## src/rtl/phy_pkg.sv

```systemverilog
// Shared definitions for the serial PHY receive lane: COM symbol, FSM encoding, counter widths.
package phy_pkg;

  localparam logic [7:0] COM_DEFAULT = 8'hBC;
  localparam int BIT_CNT_W  = 3;
  localparam int BYTE_IDX_W = 2;

  typedef enum logic [1:0] {
    SEARCH = 2'd0,
    ALIGN  = 2'd1,
    SYNCED = 2'd2
  } rx_state_e;

endpackage

```

## src/rtl/phy_rx_lane_sync_if.sv

```systemverilog
// Receive-lane signal bundle: serial line in, rebuilt word bus and status out.
interface phy_rx_lane_sync_if;

  logic        serial_in;
  logic [31:0] output_bus;
  logic        valid_out;
  logic        active;

  modport master (input serial_in, output output_bus, output valid_out, output active);
  modport slave  (output serial_in, input output_bus, input valid_out, input active);

endinterface

```

## src/rtl/phy_rx_word_asm.sv

```systemverilog
// Packs aligned payload bytes into 32-bit words, first byte in [31:24]; COM or flush
// discards any partially built word.
module phy_rx_word_asm
  import phy_pkg::*;
(
  input  logic        clk,
  input  logic        reset,
  input  logic [7:0]  byte_in,
  input  logic        byte_stb,
  input  logic        is_com,
  input  logic        flush,
  output logic [31:0] output_bus,
  output logic        valid_out
);

  logic [BYTE_IDX_W-1:0] byte_idx_q, byte_idx_d;
  logic [23:0]           word_q, word_d;
  logic [31:0]           bus_q, bus_d;
  logic                  valid_q, valid_d;

  // Slots 0..2 are buffered; slot 3 completes the word straight into the output register.
  always_comb begin
    byte_idx_d = byte_idx_q;
    word_d     = word_q;
    bus_d      = bus_q;
    valid_d    = 1'b0;
    if (flush) begin
      byte_idx_d = '0;
    end else if (byte_stb) begin
      if (is_com) begin
        byte_idx_d = '0;
      end else begin
        case (byte_idx_q)
          2'd0:    word_d[23:16] = byte_in;
          2'd1:    word_d[15:8]  = byte_in;
          2'd2:    word_d[7:0]   = byte_in;
          default: begin
            bus_d   = {word_q, byte_in};
            valid_d = 1'b1;
          end
        endcase
        byte_idx_d = byte_idx_q + BYTE_IDX_W'(1);
      end
    end
  end

  always_ff @(posedge clk or negedge reset) begin
    if (!reset) begin
      byte_idx_q <= '0;
      word_q     <= '0;
      bus_q      <= '0;
      valid_q    <= 1'b0;
    end else begin
      byte_idx_q <= byte_idx_d;
      word_q     <= word_d;
      bus_q      <= bus_d;
      valid_q    <= valid_d;
    end
  end

  assign output_bus = bus_q;
  assign valid_out  = valid_q;

endmodule

```

## src/rtl/phy_rx_lane_sync.sv

```systemverilog
// Serial PHY receive lane: bit-granular COM search, byte alignment, sync FSM and word rebuild.
// Optional loss-of-sync detection on missing COMs is enabled with `define PHY_RX_LOS_EN.
module phy_rx_lane_sync
  import phy_pkg::*;
#(
  parameter logic [7:0] COM       = COM_DEFAULT,
  parameter int         SYNC_COMS = 4
`ifdef PHY_RX_LOS_EN
  ,
  parameter int         LOS_BYTES = 64
`endif
) (
  input  logic               clk,
  input  logic               reset,
  phy_rx_lane_sync_if.master bus
);

  localparam int CW = $clog2(SYNC_COMS + 1);
  localparam logic [CW-1:0] SYNC_TARGET = CW'(SYNC_COMS);

  rx_state_e              state_q, state_d;
  logic [6:0]             sr_q, sr_d;
  logic [BIT_CNT_W-1:0]   bit_cnt_q, bit_cnt_d;
  logic [CW-1:0]          com_cnt_q, com_cnt_d;
  logic                   active_q, active_d;
  logic [7:0]             nsr;
  logic                   is_com;
  logic                   boundary;
  logic                   byte_stb;
  logic                   flush;

`ifdef PHY_RX_LOS_EN
  localparam int GW = $clog2(LOS_BYTES + 1);
  localparam logic [GW-1:0] LOS_TARGET = GW'(LOS_BYTES);
  logic [GW-1:0] gap_cnt_q, gap_cnt_d, gap_inc;
  assign gap_inc = gap_cnt_q + GW'(1);
`endif

  // Only seven history bits are kept: the byte under test is always those plus the incoming bit.
  assign nsr      = {sr_q, bus.serial_in};
  assign is_com   = (nsr == COM);
  assign boundary = (bit_cnt_q == '1);

  always_comb begin
    state_d   = state_q;
    sr_d      = nsr[6:0];
    bit_cnt_d = bit_cnt_q + BIT_CNT_W'(1);
    com_cnt_d = com_cnt_q;
    byte_stb  = 1'b0;
    flush     = 1'b0;
`ifdef PHY_RX_LOS_EN
    gap_cnt_d = '0;
`endif
    case (state_q)
      SEARCH: begin
        bit_cnt_d = '0;
        if (is_com) begin
          com_cnt_d = CW'(1);
          if (SYNC_COMS == 1) state_d = SYNCED;
          else                state_d = ALIGN;
        end
      end
      ALIGN: begin
        if (boundary) begin
          if (is_com) begin
            com_cnt_d = com_cnt_q + CW'(1);
            if (com_cnt_d == SYNC_TARGET) state_d = SYNCED;
          end else begin
            com_cnt_d = '0;
            state_d   = SEARCH;
          end
        end
      end
      SYNCED: begin
`ifdef PHY_RX_LOS_EN
        gap_cnt_d = gap_cnt_q;
        if (boundary) begin
          if (!is_com && gap_inc == LOS_TARGET) begin
            state_d   = SEARCH;
            flush     = 1'b1;
            com_cnt_d = '0;
            gap_cnt_d = '0;
          end else begin
            byte_stb = 1'b1;
            if (is_com)                      gap_cnt_d = '0;
            else if (gap_cnt_q != LOS_TARGET) gap_cnt_d = gap_inc;
          end
        end
`else
        byte_stb = boundary;
`endif
      end
      default: begin
        state_d   = SEARCH;
        com_cnt_d = '0;
        flush     = 1'b1;
      end
    endcase
    active_d = (state_d == SYNCED);
  end

  always_ff @(posedge clk or negedge reset) begin
    if (!reset) begin
      state_q   <= SEARCH;
      sr_q      <= '0;
      bit_cnt_q <= '0;
      com_cnt_q <= '0;
      active_q  <= 1'b0;
    end else begin
      state_q   <= state_d;
      sr_q      <= sr_d;
      bit_cnt_q <= bit_cnt_d;
      com_cnt_q <= com_cnt_d;
      active_q  <= active_d;
    end
  end

`ifdef PHY_RX_LOS_EN
  always_ff @(posedge clk or negedge reset) begin
    if (!reset) gap_cnt_q <= '0;
    else        gap_cnt_q <= gap_cnt_d;
  end
`endif

  assign bus.active = active_q;

  phy_rx_word_asm u_word_asm (
    .clk        (clk),
    .reset      (reset),
    .byte_in    (nsr),
    .byte_stb   (byte_stb),
    .is_com     (is_com),
    .flush      (flush),
    .output_bus (bus.output_bus),
    .valid_out  (bus.valid_out)
  );

endmodule

```

## src/flat_wrapper.sv

```systemverilog
// flat-port wrapper written by rule: the top's interface ports become plain ports
module phy_rx_lane_sync_flat import phy_pkg::*;
#(
  parameter logic [7:0] COM       = COM_DEFAULT,
  parameter int         SYNC_COMS = 4

)
  (clk, reset, bus_serial_in, bus_output_bus, bus_valid_out, bus_active);
  phy_rx_lane_sync_if bus_i ();
  input  logic clk;
  input  logic reset;
  input wire logic [$bits(bus_i.serial_in)-1:0] bus_serial_in;
  output wire logic [$bits(bus_i.output_bus)-1:0] bus_output_bus;
  output wire logic [$bits(bus_i.valid_out)-1:0] bus_valid_out;
  output wire logic [$bits(bus_i.active)-1:0] bus_active;
  assign bus_i.serial_in = bus_serial_in;
  assign bus_output_bus = bus_i.output_bus;
  assign bus_valid_out = bus_i.valid_out;
  assign bus_active = bus_i.active;
  phy_rx_lane_sync #(.COM(COM), .SYNC_COMS(SYNC_COMS)) u_core (.clk(clk), .reset(reset), .bus(bus_i));
endmodule
```

## config.mk

```make
export PLATFORM = sky130hd
export DESIGN_NAME = phy_rx_lane_sync_flat
export DESIGN_NICKNAME = d
export VERILOG_FILES = /design/src/rtl/phy_pkg.sv /design/src/rtl/phy_rx_lane_sync_if.sv /design/src/rtl/phy_rx_word_asm.sv /design/src/rtl/phy_rx_lane_sync.sv /design/src/flat_wrapper.sv
export SDC_FILE = /design/constraint.sdc
export NUM_CORES = 1
export LEC_CHECK = 0
export BUFFER_PORTS_ARGS = -buffer_cell sky130_fd_sc_hd__buf_4
export CORE_ASPECT_RATIO = 0.7
export CORE_UTILIZATION = 30
export DETAILED_ROUTE_END_ITERATION = 10
export GPL_TIMING_DRIVEN = 0
export PLACE_DENSITY = 0.46
export SLEW_MARGIN = 0
export SYNTH_ARGS = -nofsm -noshare
export SYNTH_HDL_FRONTEND = slang
export SYNTH_SLANG_ARGS = --single-unit
```

## constraint.sdc

```tcl
create_clock -name clk -period 4.2 [get_ports clk]
set_clock_uncertainty 0.15 [all_clocks]
set_input_delay 0.84 -clock clk [delete_from_list [all_inputs] [get_ports clk]]
set_output_delay 0.84 -clock clk [all_outputs]
set_load 0.01 [all_outputs]
```

==> metrics.txt, run 1 <==
# TYPE chip_impl_metric gauge
chip_impl_info{name="cts_tree",value="yes"} 1
chip_impl_metric{name="antenna-diode-count",unit=""} 0
chip_impl_metric{name="critical_path_depth",unit=""} 6
chip_impl_info{name="timing_worst_setup_path_type",value="primary input to register"} 1
chip_impl_metric{name="cts_resized",unit=""} 0
chip_impl_metric{name="power.share.combinational",unit=""} 0.077
chip_impl_metric{name="core_area",unit="um^2"} 9950
chip_impl_metric{name="power_density",unit="nW/um^2"} 410
chip_impl_metric{name="cts_buffer_depth",unit=""} 2
chip_impl_metric{name="grt_pass1_wl",unit="um"} 10400
chip_impl_metric{name="drt_wl_total",unit="um"} 6220
chip_impl_metric{name="dieWidth",unit="um"} 124
chip_impl_metric{name="hold_ws",unit="ns"} 0.296
chip_impl_metric{name="first_global_vias",unit=""} 1781
chip_impl_info{name="holdCritPathClass",value="register to register"} 1
chip_impl_info{name="clk_root_buffer_cell",value="clkbuf_16"} 1
chip_impl_info{name="synth_flop_cell",value="dfrtp_1"} 1
chip_impl_metric{name="vdd_ir_drop_max",unit="mV"} 0.172
chip_impl_metric{name="final-max-slew-violation-count",unit=""} 0
chip_impl_metric{name="critical_path_peak_fanout",unit=""} 10
chip_impl_metric{name="critical-path-max-stage-delay",unit="ns"} 0.70
chip_impl_metric{name="worst_slack",unit="ns"} 1.60
chip_impl_metric{name="net-switching-power",unit="uW"} 341
chip_impl_metric{name="detail_route.iter0.violations",unit=""} 121
chip_impl_metric{name="cap_viol_max_count",unit=""} 0
chip_impl_metric{name="routed_vias_inst",unit=""} 4.69
chip_impl_metric{name="io_pins",unit=""} 37
chip_impl_metric{name="floorplan.die_area",unit="um^2"} 10900
chip_impl_metric{name="synth.avg_cell_area",unit="um^2"} 15.8
chip_impl_info{name="rsz_0062_raised_after_global_routing",value="no"} 1
chip_impl_metric{name="yosys_warnings",unit=""} 0
chip_impl_metric{name="worst_reg2reg_path_length_in_cells",unit=""} 6
chip_impl_metric{name="cts-hold-fix-buffers",unit=""} 0
chip_impl_metric{name="clkLatencyLatePin",unit="ns"} 0.33
chip_impl_info{name="cp-startpoint",value="bus_serial_in"} 1
chip_impl_metric{name="reg2reg_slack",unit="ns"} 1.74
chip_impl_metric{name="cts.sinks",unit=""} 75
chip_impl_info{name="cp-start-kind",value="primary input"} 1
chip_impl_info{name="post_synth_main_area_contributors",value="dfrtp_1, mux2_4, mux2_2, ha_1, buf_6"} 1
chip_impl_metric{name="drive_above_1_share",unit=""} 0.449
chip_impl_info{name="cp_cell_sequence",value="buf_4 -> and4bb_1 -> buf_6 -> a2111oi_4 -> buf_6 -> mux2_4"} 1
chip_impl_metric{name="dpl.hpwl",unit="um"} 3990
chip_impl_metric{name="cts.htree.levels",unit=""} 3
chip_impl_metric{name="postCtsSetupRepairBufs",unit=""} 0
chip_impl_info{name="worst_setup_path_end_kind",value="register"} 1
chip_impl_metric{name="post-place-ws",unit="ns"} 1.25
chip_impl_metric{name="synth_enable_flop_cells",unit=""} 0
chip_impl_metric{name="crit_required",unit="ns"} 4.26
chip_impl_info{name="outcome",value="finished, final reports clean"} 1
chip_impl_metric{name="synth_to_layout_area_growth",unit="%"} 21.2
chip_impl_metric{name="number_of_flip_flops_and_latches_in_the_synthesized_netlist",unit=""} 75
chip_impl_metric{name="grt_antenna_before_repair",unit=""} 0
chip_impl_metric{name="syn-cell-area",unit="um^2"} 3150
chip_impl_info{name="path_delay_family",value="compound AO/OA/AOI/OAI gates"} 1
chip_impl_metric{name="sequential_area_share_after_synthesis",unit=""} 0.596
chip_impl_metric{name="timing.setup.tns",unit="ns"} 0
chip_impl_metric{name="slew-limit-headroom",unit=""} 0.359
chip_impl_metric{name="numCtsBuffers",unit=""} 9
chip_impl_metric{name="path_buf_inv",unit=""} 3
chip_impl_metric{name="track_usage",unit=""} 0.130
chip_impl_metric{name="reg_clk_slew_reported_paths",unit="ns"} 0.06
chip_impl_metric{name="final_report_hold_violation_count",unit=""} 0
chip_impl_metric{name="gr-total-overflow",unit=""} 0
chip_impl_info{name="crit-reg2reg-capture",value="u_core.u_word_asm.word_q[4]$_DFFE_PN0P_"} 1
chip_impl_info{name="critical_path.most_common_cell",value="buf_6"} 1
chip_impl_metric{name="buffer_ports.inserted",unit=""} 36
chip_impl_metric{name="net_count_of_the_mapped_netlist",unit=""} 210
chip_impl_metric{name="setup_violations",unit=""} 0
chip_impl_metric{name="layout_min_cycle_time",unit="ns"} 2.60
chip_impl_metric{name="row_count",unit=""} 30
chip_impl_metric{name="p_int",unit="uW"} 1220
chip_impl_metric{name="power.share.clock",unit=""} 0.413
chip_impl_metric{name="timing.final.crit_share",unit=""} 0.618
chip_impl_info{name="worst_path_max_delay_cell",value="a2111oi_4"} 1
chip_impl_metric{name="sw_share",unit=""} 0.218
chip_impl_metric{name="cellLeakagePower",unit="uW"} 0.00167
chip_impl_metric{name="gpl.final_weighted_congestion",unit=""} 0.782
chip_impl_metric{name="synth_top_area_frac",unit=""} 0.596
chip_impl_metric{name="drt_drc_violations_left",unit=""} 0
chip_impl_metric{name="seqPwrFrac",unit=""} 0.510
chip_impl_metric{name="achievable-frequency",unit="MHz"} 385
chip_impl_metric{name="fin_nets",unit=""} 257
chip_impl_metric{name="critical_path_arrival",unit="ns"} 2.66
chip_impl_metric{name="post_synth_inst_count",unit=""} 199
chip_impl_metric{name="wl_per_cell",unit="um"} 16.6
chip_impl_metric{name="ys_types",unit=""} 33
chip_impl_metric{name="drt_pass1_iterations",unit=""} 3
chip_impl_metric{name="floorplan.initialDensity",unit=""} 0.316
chip_impl_metric{name="grt_start_max_net_pins",unit=""} 76
chip_impl_info{name="crit_end",value="u_core.u_word_asm.output_bus[5]$_DFFE_PN0P_"} 1
chip_impl_metric{name="drt.antenna.violating_nets",unit=""} 0
chip_impl_metric{name="fp.dieH",unit="um"} 87.7
chip_impl_info{name="yosysTopAreaCell",value="dfrtp_1"} 1
chip_impl_info{name="regToRegStartpoint",value="u_core.bit_cnt_q[0]$_DFF_PN0_"} 1
chip_impl_metric{name="async_reset_ff_frac",unit=""} 1.00
chip_impl_metric{name="dr_total_vias",unit=""} 1757
chip_impl_metric{name="worst-slew-pin-transition",unit="ns"} 0.962
routing by layer:
layer | GRT usage | vias up | wire length [um]
met2 | 0.174 | 38 | 2540
met1 | 0.185 | 891 | 3300
li1 | - | 819 | -
met3 | 0.0470 | 9 | 289
met5 | 0 | - | 0
met4 | 0.0591 | 0 | 93
cell type report:
type / instances / area, um^2
buffer: 8 / 61.3
clock buffer: 11 / 233
clock inverter: 1 / 5.00
fill: 951 / 6130
inverter: 5 / 18.8
multi-input combinational: 111 / 1190
sequential: 75 / 1880
tap: 128 / 160
timing repair buffer: 36 / 270
Yosys cell counts (3+ instances only):
library cell   n
mux2_2        27
buf_6          4
a21oi_2        3
ha_1           8
inv_1          5
clkbuf_1       3
dfrtp_1       75
nor2b_1        3
o31ai_1        3
nand2_1        4
nor2_1         4
mux2_4        29
nand4b_1       4
registers in the layout, summed over array words and instances, names as in the netlist:
signal / count
u_core.bus.active: 1
u_core.u_word_asm.byte_idx_q: 2
u_core.bit_cnt_q: 3
u_core.com_cnt_q: 3
u_core.sr_q: 7
u_core.u_word_asm.output_bus: 32
u_core.state_q: 2
u_core.u_word_asm.word_q: 24
u_core.u_word_asm.valid_out: 1
cells in the final DEF (no fill, tap or decap), types with 3 or more instances in the layout:
master and n:
mux2_2 27, clkbuf_16 9, a21oi_2 3, nor2b_1 3
o31ai_1 3, dfrtp_1 75, mux2_4 29, clkbuf_1 5
inv_1 5, nand2_1 4, buf_6 4, buf_4 36
nand4b_1 4, ha_1 8, nor2_1 4
power groups by stage:
| stage | logic (uW) | registers (uW) | clock network (uW) |
|---|---|---|---|
| finish | 120 | 798 | 647 |
| global route | 131 | 805 | 710 |
| CTS | 123 | 799 | 674 |
| detailed placement | 123 | 811 | 0 |
| global placement | 121 | 811 | 0 |
| floorplan | 51.1 | 812 | 0 |
per-stage QoR:
step / instance area [um^2] / cells / utilization / total power [uW]
after detailed placement: 3580 / 363 / 0.360 / 933
after global placement: 3580 / 363 / 0.360 / 932
after CTS: 3820 / 375 / 0.384 / 1600
final: 3820 / 375 / 0.384 / 1570
after global routing: 3820 / 375 / 0.384 / 1650
after floorplan: 3150 / 199 / - / 863
worst register-to-register path, stage by stage, from the launching register on:
cell	delay (ns)
dfrtp_1	0.35
ha_1	0.15
ha_1	0.22
clkbuf_1	0.38
nand4b_1	0.17
a21oi_2	0.50
mux2_2	0.41
logic make-up (layout without fill, tap and decap cells):
| kind of cell | after synthesis | in the layout | synth area share |
|---|---|---|---|
| XOR/XNOR | 1 | 1 | 0.00278 |
| AO/OA/AOI/OAI | 17 | 17 | 0.0469 |
| buffers and inverters | 13 | 61 | 0.0254 |
| adder cells (fa/ha/maj) | 8 | 8 | 0.0318 |
| flip-flops | 75 | 75 | 0.596 |
| multiplexers | 56 | 56 | 0.235 |
| AND/OR/NAND/NOR | 29 | 29 | 0.0620 |
worst min-delay path by stage:
stage | from | to | slack, ns | depth (start not counted)
after floorplan | u_core.bit_cnt_q[0]$_DFF_PN0_ | u_core.bit_cnt_q[0]$_DFF_PN0_ | 0.26 | 1
after global placement | u_core.bit_cnt_q[0]$_DFF_PN0_ | u_core.bit_cnt_q[0]$_DFF_PN0_ | 0.27 | 1
after global routing | u_core.bit_cnt_q[0]$_DFF_PN0_ | u_core.bit_cnt_q[0]$_DFF_PN0_ | 0.33 | 1
after detailed placement | u_core.bit_cnt_q[0]$_DFF_PN0_ | u_core.bit_cnt_q[0]$_DFF_PN0_ | 0.28 | 1
final | u_core.bit_cnt_q[0]$_DFF_PN0_ | u_core.bit_cnt_q[0]$_DFF_PN0_ | 0.30 | 1
after CTS | u_core.bit_cnt_q[0]$_DFF_PN0_ | u_core.bit_cnt_q[0]$_DFF_PN0_ | 0.30 | 1
No activity file was read; power rests on OpenSTA's default activity.
==> inputs of run 2 (changes only) <==
clock period = 2.5 ns   (was 4.2 ns; I/O delays follow)
==> metrics.txt, run 2 (same netlist as run 1, synthesis figures left out) <==
# TYPE chip_impl_metric gauge
chip_impl_info{name="clk_root_buffer_cell",value="clkbuf_16"} 1
chip_impl_metric{name="first_global_vias",unit=""} 1781
chip_impl_metric{name="numCtsBuffers",unit=""} 9
chip_impl_metric{name="power_density",unit="nW/um^2"} 684
chip_impl_metric{name="buffer_ports.inserted",unit=""} 36
chip_impl_info{name="outcome",value="finished, final reports clean"} 1
chip_impl_info{name="rsz_0062_raised_after_global_routing",value="no"} 1
chip_impl_metric{name="largest_register_ff_count",unit=""} 32
chip_impl_info{name="worst_path_max_delay_cell",value="mux2_2"} 1
chip_impl_metric{name="cts.sinks",unit=""} 75
chip_impl_metric{name="antenna-diode-count",unit=""} 0
chip_impl_metric{name="reg2reg_slack",unit="ns"} 0.29
chip_impl_metric{name="track_usage",unit=""} 0.130
chip_impl_info{name="cts_tree",value="yes"} 1
chip_impl_metric{name="final-max-slew-violation-count",unit=""} 0
chip_impl_metric{name="gpl.final_weighted_congestion",unit=""} 0.782
chip_impl_metric{name="fin_nets",unit=""} 259
chip_impl_metric{name="setup_violations",unit=""} 0
chip_impl_metric{name="design_area",unit="um^2"} 3850
chip_impl_metric{name="cellLeakagePower",unit="uW"} 0.00168
chip_impl_metric{name="fin_cells",unit=""} 377
chip_impl_metric{name="critical_path_peak_fanout",unit=""} 10
chip_impl_metric{name="synth_to_layout_area_growth",unit="%"} 22.2
chip_impl_metric{name="crit_required",unit="ns"} 2.56
chip_impl_metric{name="final_report_hold_violation_count",unit=""} 0
chip_impl_metric{name="grt_pass1_wl",unit="um"} 10400
chip_impl_metric{name="critical-path-max-stage-delay",unit="ns"} 0.38
chip_impl_metric{name="grt_start_max_net_pins",unit=""} 76
chip_impl_info{name="crit-reg2reg-capture",value="u_core.u_word_asm.word_q[4]$_DFFE_PN0P_"} 1
chip_impl_info{name="cp-startpoint",value="u_core.bit_cnt_q[0]$_DFF_PN0_"} 1
chip_impl_metric{name="timing.final.crit_share",unit=""} 0.883
chip_impl_metric{name="slew-limit-headroom",unit=""} 0.360
chip_impl_metric{name="detail_route.iter0.violations",unit=""} 122
chip_impl_metric{name="row_count",unit=""} 30
chip_impl_metric{name="reg_clk_slew_reported_paths",unit="ns"} 0.06
chip_impl_metric{name="worst_slack",unit="ns"} 0.293
chip_impl_info{name="holdCritPathClass",value="primary input to async pin"} 1
chip_impl_metric{name="dp_cells",unit=""} 363
chip_impl_metric{name="achievable-frequency",unit="MHz"} 453
chip_impl_metric{name="cts_buffer_depth",unit=""} 2
chip_impl_metric{name="drt_wl_total",unit="um"} 6280
chip_impl_info{name="cp-start-kind",value="register"} 1
chip_impl_info{name="worst_setup_path_end_kind",value="register"} 1
chip_impl_metric{name="drive_above_1_share",unit=""} 0.458
chip_impl_metric{name="dpl.hpwl",unit="um"} 3990
chip_impl_metric{name="finish.utilization",unit=""} 0.387
chip_impl_metric{name="core_area",unit="um^2"} 9950
chip_impl_metric{name="post-place-ws",unit="ns"} -0.107
chip_impl_info{name="leading_cell_type_in_the_layout_fill_and_taps_excluded",value="dfrtp_1"} 1
chip_impl_metric{name="fp.dieH",unit="um"} 87.7
chip_impl_metric{name="placement.cell_area",unit="um^2"} 3580
chip_impl_metric{name="gr-total-overflow",unit=""} 0
chip_impl_metric{name="vdd_ir_drop_max",unit="mV"} 0.290
chip_impl_metric{name="grt_antenna_before_repair",unit=""} 0
chip_impl_metric{name="dr_total_vias",unit=""} 1752
chip_impl_info{name="timing_worst_setup_path_type",value="register to register"} 1
chip_impl_info{name="critical_path.most_common_cell",value="ha_1"} 1
chip_impl_metric{name="wl_per_cell",unit="um"} 16.7
chip_impl_metric{name="total_power",unit="uW"} 2630
chip_impl_metric{name="drt_drc_violations_left",unit=""} 0
chip_impl_metric{name="floorplan.initialDensity",unit=""} 0.316
chip_impl_metric{name="drt_pass1_iterations",unit=""} 4
chip_impl_metric{name="io_pins",unit=""} 37
chip_impl_metric{name="cts.htree.levels",unit=""} 3
chip_impl_info{name="regToRegStartpoint",value="u_core.bit_cnt_q[0]$_DFF_PN0_"} 1
chip_impl_metric{name="worst_reg2reg_path_length_in_cells",unit=""} 6
chip_impl_info{name="layout_common_cells",value="dfrtp_1, buf_4, mux2_4, mux2_2, clkbuf_16"} 1
chip_impl_metric{name="floorplan.die_area",unit="um^2"} 10900
chip_impl_metric{name="layout_min_cycle_time",unit="ns"} 2.21
chip_impl_metric{name="drt.antenna.violating_nets",unit=""} 0
chip_impl_metric{name="routed_vias_inst",unit=""} 4.65
chip_impl_metric{name="dieWidth",unit="um"} 124
chip_impl_metric{name="cts-hold-fix-buffers",unit=""} 0
chip_impl_metric{name="cap_viol_max_count",unit=""} 0
chip_impl_info{name="cp_cell_sequence",value="ha_1 -> ha_1 -> clkbuf_2 -> nand4b_1 -> a21oi_4 -> mux2_2"} 1
chip_impl_metric{name="worst-slew-pin-transition",unit="ns"} 0.959
chip_impl_metric{name="clkLatencyLatePin",unit="ns"} 0.33
chip_impl_metric{name="critical_path_arrival",unit="ns"} 2.27
-- run 2: cell count changes in the layout (fill, tap and decap cells not counted) --
| cell | change |
|---|---|
| a21oi_2 | -2 |
| buf_4 | +2 |
| clkbuf_1 | -1 |
| a21oi_4 | +2 |
| clkbuf_2 | +1 |
-- run 2: where the power goes --
part	total [uW]	internal [uW]	switching, uW
combinational	202	121	81.2
clock	1090	647	440
sequential	1340	1290	52.0
-- run 2: area by class of cell --
class / count / area, um^2
clock inverter: 1 / 5.00
tap: 128 / 160
multi-input combinational: 111 / 1210
sequential: 75 / 1880
timing repair buffer: 38 / 285
buffer: 8 / 62.6
clock buffer: 11 / 233
fill: 947 / 6100
inverter: 5 / 18.8
-- run 2: how the worst max path moves through the flow --
stage,end,cells past startpoint,slack [ns]
after global placement,u_core.u_word_asm.output_bus[5]$_DFFE_PN0P_,6,-0.10
after floorplan,u_core.u_word_asm.output_bus[10]$_DFFE_PN0P_,5,0.34
after detailed placement,u_core.u_word_asm.output_bus[9]$_DFFE_PN0P_,6,-0.11
after CTS,u_core.u_word_asm.output_bus[8]$_DFFE_PN0P_,6,0.02
final,u_core.u_word_asm.word_q[4]$_DFFE_PN0P_,6,0.29
after global routing,u_core.u_word_asm.word_q[4]$_DFFE_PN0P_,6,0.15
-- run 2: what timing repair did --
item	in CTS	in global routing
buffers inserted	0	2
setup endpoints to repair	0	45
hold endpoints to repair	0	0
gates resized for setup	0	4
-- run 2: per-layer routing --
layer,vias up,global-route usage,wire length [um]
met5,-,0,0
met4,0,0.0591,93
met3,9,0.0470,293
met2,40,0.174,2550
met1,882,0.185,3350
li1,821,-,-
-- run 2: critical path: cells and delay by family, from the launching register on --
kind	cells	cell delay (ns)
mux	1	0.38
fa+ha+maj	2	0.36
simple gates	1	0.21
flops	1	0.35
compound gates	1	0.37
buf+inv	1	0.25
-- run 2: stage by stage --
stage / setup TNS, ns / hold WS [ns]
after CTS: 0 / 0.197
final: 0 / 0.174
after detailed placement: -2.90 / 0.280
after global routing: 0 / 0.202
after global placement: -2.72 / 0.269
after floorplan: 0 / 0.0544
==> inputs of run 3 (changes only) <==
CTS_CLUSTER_DIAMETER = 60   (was not set)
PLACE_DENSITY = 0.47   (was 0.46)
TNS_END_PERCENT = 20   (was not set)
clock period = 1.83 ns   (was 2.5 ns; I/O delays follow)
==> metrics.txt, run 3 (same netlist as run 1, synthesis figures left out) <==
# TYPE chip_impl_metric gauge
chip_impl_info{name="crit-reg2reg-capture",value="u_core.u_word_asm.output_bus[17]$_DFFE_PN0P_"} 1
chip_impl_metric{name="antenna-diode-count",unit=""} 0
chip_impl_metric{name="final_report_hold_violation_count",unit=""} 0
chip_impl_metric{name="track_usage",unit=""} 0.132
chip_impl_info{name="cp-startpoint",value="u_core.sr_q[1]$_DFF_PN0_"} 1
chip_impl_metric{name="post-place-ws",unit="ns"} -0.553
chip_impl_metric{name="cellLeakagePower",unit="uW"} 0.00196
chip_impl_metric{name="drive_above_1_share",unit=""} 0.574
chip_impl_metric{name="core_area",unit="um^2"} 9950
chip_impl_metric{name="floorplan.die_area",unit="um^2"} 10900
chip_impl_info{name="leading_cell_type_in_the_layout_fill_and_taps_excluded",value="dfrtp_1"} 1
chip_impl_metric{name="drt.antenna.violating_nets",unit=""} 0
chip_impl_metric{name="dpl.hpwl",unit="um"} 3990
chip_impl_info{name="worst_path_max_delay_cell",value="dfrtp_2"} 1
chip_impl_metric{name="dr_total_vias",unit=""} 1881
chip_impl_metric{name="detail_route.iter0.violations",unit=""} 91
chip_impl_metric{name="crit_required",unit="ns"} 1.90
chip_impl_metric{name="grt_use_met2",unit=""} 0.182
chip_impl_metric{name="row_count",unit=""} 30
chip_impl_metric{name="drt_pass1_iterations",unit=""} 4
chip_impl_metric{name="critical-path-max-stage-delay",unit="ns"} 0.42
chip_impl_metric{name="power_density",unit="nW/um^2"} 927
chip_impl_metric{name="drt_drc_violations_left",unit=""} 0
chip_impl_info{name="global_routing_s_busiest_layer",value="met1"} 1
chip_impl_metric{name="met3_usage",unit=""} 0.0446
chip_impl_metric{name="total_power",unit="uW"} 4080
chip_impl_info{name="critical_path.most_common_cell",value="buf_6"} 1
chip_impl_info{name="cp-start-kind",value="register"} 1
chip_impl_info{name="regToRegStartpoint",value="u_core.sr_q[1]$_DFF_PN0_"} 1
chip_impl_metric{name="largest_register_ff_count",unit=""} 32
chip_impl_info{name="outcome",value="finished, violations left"} 1
chip_impl_metric{name="worst_reg2reg_path_length_in_cells",unit=""} 6
chip_impl_metric{name="vdd_ir_drop_max",unit="mV"} 0.439
chip_impl_metric{name="cts.htree.levels",unit=""} 3
chip_impl_metric{name="fin_nets",unit=""} 288
chip_impl_metric{name="floorplan.initialDensity",unit=""} 0.316
chip_impl_metric{name="critical_path_peak_fanout",unit=""} 5
chip_impl_metric{name="final-max-slew-violation-count",unit=""} 0
chip_impl_info{name="crit_end",value="u_core.u_word_asm.output_bus[17]$_DFFE_PN0P_"} 1
chip_impl_metric{name="drt_wl_total",unit="um"} 7140
chip_impl_metric{name="worst_slack",unit="ns"} -0.241
chip_impl_metric{name="worst-slew-pin-transition",unit="ns"} 0.978
chip_impl_metric{name="reg2reg_slack",unit="ns"} -0.24
chip_impl_metric{name="achievable-frequency",unit="MHz"} 483
chip_impl_info{name="cp_cell_sequence",value="and4bb_1 -> buf_6 -> a2111oi_4 -> buf_6 -> clkbuf_16 -> mux2_4"} 1
chip_impl_metric{name="critical_path_arrival",unit="ns"} 2.14
chip_impl_info{name="layout_common_cells",value="dfrtp_1, buf_4, mux2_4, clkbuf_16, mux2_2"} 1
chip_impl_metric{name="routed_vias_inst",unit=""} 4.59
chip_impl_metric{name="gr-total-overflow",unit=""} 0
chip_impl_metric{name="layout_min_cycle_time",unit="ns"} 2.07
chip_impl_metric{name="dieWidth",unit="um"} 124
chip_impl_metric{name="buffer_ports.inserted",unit=""} 36
chip_impl_info{name="failed_checks",value="setup timing"} 1
chip_impl_metric{name="grt_antenna_before_repair",unit=""} 0
chip_impl_metric{name="cts.sinks",unit=""} 75
chip_impl_metric{name="slew-limit-headroom",unit=""} 0.348
chip_impl_info{name="rsz_0062_raised_after_global_routing",value="yes"} 1
chip_impl_metric{name="grt_start_max_net_pins",unit=""} 76
chip_impl_metric{name="first_global_vias",unit=""} 1899
chip_impl_info{name="clk_root_buffer_cell",value="clkbuf_16"} 1
chip_impl_metric{name="clkLatencyLatePin",unit="ns"} 0.34
chip_impl_metric{name="cts_buffer_depth",unit=""} 2
chip_impl_metric{name="cts-hold-fix-buffers",unit=""} 0
chip_impl_info{name="cts_tree",value="yes"} 1
chip_impl_metric{name="numCtsBuffers",unit=""} 9
chip_impl_metric{name="synth_to_layout_area_growth",unit="%"} 39.9
chip_impl_metric{name="timing.final.crit_share",unit=""} 1.13
chip_impl_metric{name="fp.dieH",unit="um"} 87.7
chip_impl_metric{name="wl_per_cell",unit="um"} 17.4
chip_impl_metric{name="setup_violations",unit=""} 57
chip_impl_metric{name="io_pins",unit=""} 37
chip_impl_metric{name="cap_viol_max_count",unit=""} 0
chip_impl_metric{name="grt_use_met1",unit=""} 0.188
chip_impl_metric{name="gpl.final_weighted_congestion",unit=""} 0.706
chip_impl_info{name="worst_setup_path_end_kind",value="register"} 1
chip_impl_metric{name="reg_clk_slew_reported_paths",unit="ns"} 0.06
chip_impl_info{name="holdCritPathClass",value="primary input to async pin"} 1
chip_impl_info{name="timing_worst_setup_path_type",value="register to register"} 1
chip_impl_metric{name="grt_pass1_wl",unit="um"} 10800
[run 3: cell types whose count changed in the layout (fill, tap and decap cells not counted), moves of 3 or more]
cell / previous run / this run
dfrtp_1: 75 / 68
dfrtp_2: 0 / 7
buf_4: 38 / 59
mux2_2: 27 / 8
mux2_4: 29 / 48
clkbuf_16: 9 / 12
buf_12: 0 / 5
[run 3: where the power goes]
group | switching, uW | internal, uW
Clock | 697 | 1230
Sequential | 64.5 | 1760
Combinational | 126 | 204
[run 3: metal layers]
metal / share of wire / vias up
met1: 0.53 / 949
met3: 0.041 / 12
met2: 0.41 / 39
met5: 0 / -
met4: 0.015 / 0
li1: - / 881
[run 3: cell type report]
class,count,area [um^2]
timing repair buffer,67,592
fill,893,5540
clock inverter,6,88.8
multi-input combinational,111,1320
buffer,8,104
inverter,5,18.8
clock buffer,10,239
sequential,75,1890
tap,128,160
[run 3: timing repair]
item / in CTS / in global routing
gates resized for setup: 33 / 16
cloned: 0 / 3
setup endpoints to repair: 60 / 57
buffers inserted: 9 / 19
pin swaps: 3 / 8
[run 3: how the worst min path moves through the flow]
| stage | startpoint | end | slack [ns] | cells past startpoint |
|---|---|---|---|---|
| after floorplan | reset | u_core.bit_cnt_q[0]$_DFF_PN0_ | -0.08 | 0 |
| after global placement | u_core.bit_cnt_q[0]$_DFF_PN0_ | u_core.bit_cnt_q[0]$_DFF_PN0_ | 0.27 | 1 |
| after CTS | bus_serial_in | u_core.sr_q[0]$_DFF_PN0_ | 0.03 | 1 |
| final | reset | u_core.u_word_asm.output_bus[12]$_DFFE_PN0P_ | 0.02 | 1 |
| after global routing | bus_serial_in | u_core.sr_q[0]$_DFF_PN0_ | 0.05 | 1 |
| after detailed placement | u_core.bit_cnt_q[0]$_DFF_PN0_ | u_core.bit_cnt_q[0]$_DFF_PN0_ | 0.27 | 1 |
[run 3: critical path: cells and delay by family, from the launching register on]
kind | cells | cell delay, ns
buffers and inverters | 3 | 0.51
muxes | 1 | 0.29
DFF | 1 | 0.42
AOI/OAI and AO/OA | 1 | 0.39
and+or+nand+nor | 1 | 0.20
[run 3: metrics by stage]
stage                util  instances  hold WS, ns  setup TNS [ns]  area [um^2]
floorplan               -        199      -0.0796           -9.03         3150
global placement    0.360        363        0.272          -24.75         3580
detailed placement  0.360        363        0.274          -25.07         3580
CTS                 0.415        388       0.0311           -8.51         4120
global route        0.443        410       0.0533          -13.32         4410
finish              0.443        410       0.0183          -10.45         4410
